[src/rtl/btb_predictor.sv]
// btb_predictor: direct-mapped branch target buffer for the IF stage.
// Each entry holds valid, tag, target and a 2-bit saturating direction
// counter. Lookup on PC is combinational. Resolved branches from EX train
// the table through a single-cycle update port.
//
// Ports:
//   Clk        system clock, state updates on the rising edge
//   Reset      asynchronous active-high reset
//   PC         fetch PC to look up
//   PredTaken  PC-source mux select, 1 selects PredTarget
//   PredTarget predicted target, 0 on a miss
//   Hit        PC matched a valid entry, regardless of the counter
//   Clear      synchronous invalidate of all entries
//   UpdValid   a branch resolved in EX this cycle
//   UpdPC      PC of the resolved branch
//   UpdTaken   actual outcome of the resolved branch
//   UpdTarget  actual target of the resolved branch
module btb_predictor #(
  parameter int unsigned INDEX_BITS = 4,
  parameter int unsigned TAG_BITS   = 32 - INDEX_BITS - 2
) (
  input  logic        Clk,
  input  logic        Reset,
  input  logic [31:0] PC,
  output logic        PredTaken,
  output logic [31:0] PredTarget,
  output logic        Hit,
  input  logic        Clear,
  input  logic        UpdValid,
  input  logic [31:0] UpdPC,
  input  logic        UpdTaken,
  input  logic [31:0] UpdTarget
);

  localparam int unsigned ENTRIES = 1 << INDEX_BITS;

  // Register-based storage so every entry can be reset asynchronously.
  logic                valid  [ENTRIES];
  logic [TAG_BITS-1:0] tag    [ENTRIES];
  logic [31:0]         target [ENTRIES];
  logic [1:0]          ctr    [ENTRIES];

  logic [INDEX_BITS-1:0] lidx;
  logic [TAG_BITS-1:0]   ltag;
  logic [INDEX_BITS-1:0] uidx;
  logic [TAG_BITS-1:0]   utag;
  logic                  uhit;

  // The byte offset within a word plays no part in indexing or tagging.
  logic unused_low_bits;
  assign unused_low_bits = ^{PC[1:0], UpdPC[1:0]};

  assign lidx = PC[INDEX_BITS+1:2];
  assign ltag = PC[31:INDEX_BITS+2];
  assign uidx = UpdPC[INDEX_BITS+1:2];
  assign utag = UpdPC[31:INDEX_BITS+2];
  assign uhit = valid[uidx] && (tag[uidx] == utag);

  // Lookup path: reads pre-edge contents, there is no update bypass.
  always_comb begin
    Hit        = valid[lidx] && (tag[lidx] == ltag);
    PredTaken  = Hit && ctr[lidx][1];
    PredTarget = Hit ? target[lidx] : 32'h0;
  end

  // Table state: reset, invalidate-all, then training.
  always_ff @(posedge Clk or posedge Reset) begin
    if (Reset) begin
      for (int unsigned i = 0; i < ENTRIES; i++) begin
        valid[i]  <= 1'b0;
        tag[i]    <= '0;
        target[i] <= 32'h0;
        ctr[i]    <= 2'b01;
      end
    end else if (Clear) begin
      // Clear wins over a simultaneous update, which is dropped.
      for (int unsigned i = 0; i < ENTRIES; i++) begin
        valid[i] <= 1'b0;
      end
    end else if (UpdValid) begin
      if (uhit) begin
        if (UpdTaken) begin
          target[uidx] <= UpdTarget;
          if (ctr[uidx] != 2'b11) begin
            ctr[uidx] <= ctr[uidx] + 2'd1;
          end
        end else if (ctr[uidx] != 2'b00) begin
          ctr[uidx] <= ctr[uidx] - 2'd1;
        end
      end else if (UpdTaken) begin
        // Allocate or replace an aliasing entry, starting weakly taken.
        valid[uidx]  <= 1'b1;
        tag[uidx]    <= utag;
        target[uidx] <= UpdTarget;
        ctr[uidx]    <= 2'b10;
      end
    end
  end

endmodule

[config.mk]
export PLATFORM = sky130hd
export DESIGN_NAME = btb_predictor
export DESIGN_NICKNAME = d
export VERILOG_FILES = /design/src/rtl/btb_predictor.sv
export SDC_FILE = /design/constraint.sdc
export NUM_CORES = 2
export LEC_CHECK = 0
export CAP_MARGIN = 20
export CORE_MARGIN = 2
export CORE_UTILIZATION = 50
export CTS_CLUSTER_DIAMETER = 150
export DETAILED_ROUTE_END_ITERATION = 10
export PLACE_DENSITY = 0.78
export SETUP_SLACK_MARGIN = 0.5
export SYNTH_ARGS = -nofsm -noshare
export SYNTH_HDL_FRONTEND = slang
export SYNTH_SLANG_ARGS = --single-unit
[constraint.sdc]
create_clock -name Clk -period 34.3 [get_ports Clk]
set_clock_uncertainty 0.2 [all_clocks]
set_input_delay 6.86 -clock Clk [delete_from_list [all_inputs] [get_ports Clk]]
set_output_delay 6.86 -clock Clk [all_outputs]
set_load 0.02 [all_outputs]
# Word level (Yosys, flattened, before mapping)
# Cells that the tools add are included.
dict set report word_totals {
  output_inout_bits 34
  elab_cells 138
  ff_bits 976
  in_bits 101
}
dict set report op_classes {
  n_reduce_logical 13
  add_sub_neg 2
  mux 43
  bitwise_logic 8
  n_eq_ne 5
  magnitude_cmp 3
}
# cell count
set op_table {}
lappend op_table {{bitwise mux 512 bit} 1}
lappend op_table {{bitwise mux 416 bit} 1}
lappend op_table {{two-way mux 32 bit} 9}
lappend op_table {{binary-select mux 26 bit (select 4 bit)} 2}
lappend op_table {{two-way mux 26 bit} 5}
lappend op_table {{binary-select mux 32 bit (select 4 bit)} 1}
lappend op_table {{demux 32 bit (select 4 bit)} 1}
lappend op_table {{demux 26 bit (select 4 bit)} 1}
lappend op_table {{bitwise mux 32 bit} 2}
lappend op_table {{two-way mux 16 bit} 4}
lappend op_table {{equality test 26 bit} 2}
lappend op_table {{bitwise OR 16 bit} 2}
lappend op_table {{bitwise AND 16 bit} 1}
lappend op_table {{binary-select mux 2 bit (select 4 bit)} 2}
lappend op_table {{NOT 16 bit} 1}
lappend op_table {{>= comparator 5 bit, second input constant} 2}
lappend op_table {{two-way mux 2 bit} 5}
lappend op_table {{NOT 4 -> 5 bit} 2}
lappend op_table {{nonzero test 2 bit} 5}
lappend op_table {{binary-select mux 1 bit (select 4 bit)} 2}
lappend op_table {{demux 2 bit (select 4 bit)} 1}
lappend op_table {{AND reduction 3 bit} 2}
lappend op_table {{< comparator 5 x 1 -> 1 bit, second input constant} 1}
lappend op_table {{two-way mux 1 bit} 5}
lappend op_table {{9 further kinds} 14}

# Depth between registers and ports, before layout
dict set report depth {
  word_depth 10
  depth_mapped 17
}

# Least setup slack after synthesis
# Ideal clock, no wire load.
dict set report synth_timing {
  path_kind {input-to-output}
  from {input PC[2]}
  to {output PredTarget[22]}
  stages 10
  path_buffers 4
  slack_ns 17.210
  t_arrival_ns 10.030
  path_cell_list {clkbuf_1 clkbuf_1 clkbuf_1 mux4_2 mux4_2 xnor2_1 nand4_1 nor4_1 clkbuf_1 and3_1}
}
dict set report synth_between {
  elab_chain_len 7
  elab_cells_between_ends 13
}
# item line
set synth_lines {}
lappend synth_lines {{start, declared} 24} ;# input logic [31:0] PC,
lappend synth_lines {{NOT 4 -> 5 bit (implied by the code) (*)} {61, 63}}
lappend synth_lines {{binary-select mux 26 bit (select 4 bit)} 61} ;# Hit = valid[lidx] && (tag[lidx] == ltag);
lappend synth_lines {{two-way mux 26 bit (implied by the code) (2 in a row)} 61}
lappend synth_lines {{equality test 26 bit} 61}
lappend synth_lines {{logical AND 1 bit} 61}
lappend synth_lines {{two-way mux 32 bit (*)} 63} ;# PredTarget = Hit ? target[lidx] : 32'h0;
lappend synth_lines {{end, declared} 26} ;# output logic [31:0] PredTarget,
# Every way passes the cells marked *; elsewhere a longest branch is shown, timed or not. The select of a mux whose other input is x is not followed.

# Final worst setup path
dict set report layout_timing {
  from {input PC[2]}
  to {output PredTarget[3]}
}
# Same word-level chain as after synthesis.

==> flow_metrics.py <==
metrics = {
    "timing": {
        "period_needed_ns": 18.70,
        "fmax_mhz": 53.5,
        "setup_violations": 0,
        "drv_slew": 0,
        "fin_crit_sh": 0.545,
        "hold_violations": 0,
        "grt_setup_unrepaired": "false",
        "worst_pin_slew_ns": 1.25,
        "max_slew_margin": 0.165,
        "finalSetupTns_ns": 0,
    },
    "synthesis": {
        "synth_area_sq_mm": 0.0492,
        "yosysMostFrequentCell": "dfrtp_1",
        "netlist_instances": 3104,
        "syn_area_per_cell_sq_um": 15.9,
        "ys_top_cells_by_area": "dfrtp_1 (49%), mux2_2 (21%), mux4_2 (18%)",
        "synth_edf_count": 0,
        "ys.flop_type": "dfrtp_1",
        "synth.distinct_cells": 77,
        "synthArstFlopShare": 1.00,
        "synthTopCellsByCount": "dfrtp_1 (960), mux2_2 (902), mux4_2 (388), clkbuf_1 (176), mux2i_1 (76)",
        "yosysSeqAreaShare": 0.497,
        "synth.largest_area_cell": "dfrtp_1",
        "synth_nets": 3207,
        "synth_top_area_share": 0.488,
        "yosys_register_bits": 976,
        "ys_warn_count": 0,
    },
    "status": {
        "status": "finished clean",
    },
    "clock_tree": {
        "clk_latency_ns": 0.69,
        "holdBufCountCts": 0,
        "cts_tree": "built",
        "cts_inserted_buffers": 102,
        "cts_setup_buffers": 0,
        "path_clk_slew_ns": 0.06,
        "cts_root_buf": "clkbuf_16",
        "cts.sinks": 976,
        "clockBufferDepth": 3,
        "h-tree-depth": 3,
        "ctsResizeCount": 0,
    },
    "critical_path": {
        "cp.required_ns": 27.24,
        "endpoint_kind": "primary output",
        "crit_family": "buffers and inverters",
        "worstSetupPathType": "in -> out",
        "crit_arrival_ns": 11.64,
        "crit_path_cell_trace": "buf_8 > buf_12 > mux4_2 > nor2b_1 > a211oi_1 > a21oi_1 > xnor2_1 > nand4_1 > nor4_2 > buf_4 > and3_1 > clkdlybuf4s50_1",
        "critical-path-max-stage-delay_ns": 0.73,
        "cp_max_fo": 118,
        "cpMaxStageDelayCell": "buf_12",
        "worst-path-buf-inv": 4,
        "startpoint_type": "input port",
    },
    "power": {
        "p_sw_uw": 747,
        "switching_share": 0.252,
        "clock_power_share": 0.379,
        "power.total_mw": 2.97,
        "p_int_mw": 2.22,
        "power_frac_seq": 0.470,
        "combPwrFrac": 0.151,
        "p_leak_nw": 24.3,
        "power.density_mw_per_mm2": 54.2,
        "peakVddDrop_mv": 0.0447,
    },
    "drt": {
        "wirelength_um": 127000,
        "ant_nets": 0,
        "avgRoutedWirePerCell_um": 28.3,
        "routed-via-count": 28800,
        "drc": 0,
        "firstDrtPassIters": 5,
        "routed_via_density": 6.42,
        "drtIter0Drc": 2469,
    },
    "placed_design": {
        "placed_area_sq_mm": 0.0514,
        "gp_congestion": 0.849,
        "numPortBuffers": 130,
        "place_hpwl_um": 70900,
    },
    "final_layout": {
        "area_delta_synth_final_pct": 11.3,
        "nets": 3209,
        "drive_above_1_share": 0.515,
        "design_area_sq_mm": 0.0548,
    },
    "global_route": {
        "grt_use_total": 0.254,
        "grt_pass1_wl_um": 195000,
        "grt_max_degree": 119,
        "antenna_found_initial": 10,
        "grt_pass1_vias": 30600,
        "overflow": 0,
    },
    "floorplanning": {
        "die_w_um": 318,
        "die_h_um": 318,
        "start_util": 0.502,
        "coreArea_sq_mm": 0.0980,
        "die_area_sq_mm": 0.101,
        "pin_count": 135,
        "rows": 115,
    },
    "worst_hold_path": {
        "holdCritPathClass": "reg -> reg",
    },
    "job": {
        "maxCapViolations": 0,
    },
}
[power groups by stage]
stage / combinational (mW) / clock (mW) / sequential (mW)
finish: 0.449 / 1.12 / 1.39
global route: 0.481 / 1.19 / 1.41
global placement: 0.437 / 0 / 1.40
floorplan: 0.357 / 0 / 1.38
detailed placement: 0.449 / 0 / 1.41
CTS: 0.451 / 1.14 / 1.39
[area by class of cell]
type / count / area [sq um]
tap: 1287 / 1610
timing repair buffer: 194 / 1830
antenna: 6 / 15.0
inverter: 29 / 113
clock inverter: 32 / 417
fill: 7533 / 43200
multi-input combinational: 1803 / 23400
clock buffer: 153 / 2970
sequential: 976 / 24400
[worst register-to-register path, delay by kind of cell (launching register included)]
kind / cells / cell delay, ns
simple gates: 4 / 2.95
mux: 3 / 1.13
flops: 1 / 0.39
compound gates: 1 / 0.18
xor+xnor: 1 / 0.14
[final timing paths]
check	cells after the start	start	slack (ns)	to
max	12	PC[2]	15.60	PredTarget[3]
min	1	target[44]	0.30	target[44]
max reg2reg	9	tag[166]	29.18	tag[346]
min reg2reg	1	target[44]	0.30	target[44]
max in group asynchronous	6	Reset	23.67	target[472]
min in group asynchronous	2	Reset	6.42	tag[102]
[state kept, by name (all words and copies together) (netlist names)]
| signal | count |
|---|---|
| ctr | 32 |
| tag | 416 |
| target | 512 |
| valid | 16 |
[layer usage]
metal / global-route usage / vias to the layer above / part of all wire
li1: - / 11800 / -
met1: 0.348 / 15600 / 0.41
met2: 0.412 / 1009 / 0.49
met3: 0.0452 / 279 / 0.069
met4: 0.0863 / 12 / 0.032
met5: 0 / - / 0.00054
[cell families (layout without fill, tap and decap cells)]
| group | Yosys count | in the layout | synth area share |
|---|---|---|---|
| AOI/OAI and AO/OA | 122 | 122 | 0.0195 |
| DFF | 976 | 976 | 0.497 |
| adders and majority gates | 2 | 2 | 0.000508 |
| other | 0 | 6 | 0 |
| muxes | 1442 | 1442 | 0.422 |
| and+or+nand+nor | 184 | 184 | 0.0215 |
| xor gates and xnor gates | 53 | 53 | 0.00943 |
| buffers and inverters | 325 | 408 | 0.0309 |
[cells in the final DEF, fill, tap and decap left out, types with 16 or more instances in the layout]
cell type | Yosys | layout
clkbuf_16 | 0 | 104
buf_4 | 18 | 64
xnor2_1 | 47 | 47
a22oi_1 | 19 | 19
clkbuf_1 | 176 | 31
clkdlybuf4s50_1 | 0 | 123
mux2i_1 | 76 | 76
a21oi_1 | 16 | 16
nand2_1 | 32 | 32
mux2_2 | 902 | 902
mux4_2 | 388 | 388
inv_1 | 29 | 28
and3_1 | 34 | 34
dfstp_2 | 16 | 16
clkbuf_8 | 0 | 19
mux2_4 | 57 | 57
clkinv_2 | 0 | 17
mux2_1 | 18 | 18
dfrtp_1 | 960 | 960
[per-stage QoR]
| step | util | worst slack (ns) | hold WS, ns | std cells |
|---|---|---|---|---|
| after floorplan | - | 13.81 | 0.261 | 3104 |
| after global placement | 0.524 | 15.41 | 0.283 | 4287 |
| after detailed placement | 0.524 | 15.41 | 0.290 | 4288 |
| after CTS | 0.559 | 15.37 | 0.304 | 4473 |
| after global routing | 0.559 | 15.27 | 0.311 | 4474 |
| final | 0.559 | 15.60 | 0.300 | 4480 |
Note: power is estimated with default switching activity, not from simulation.
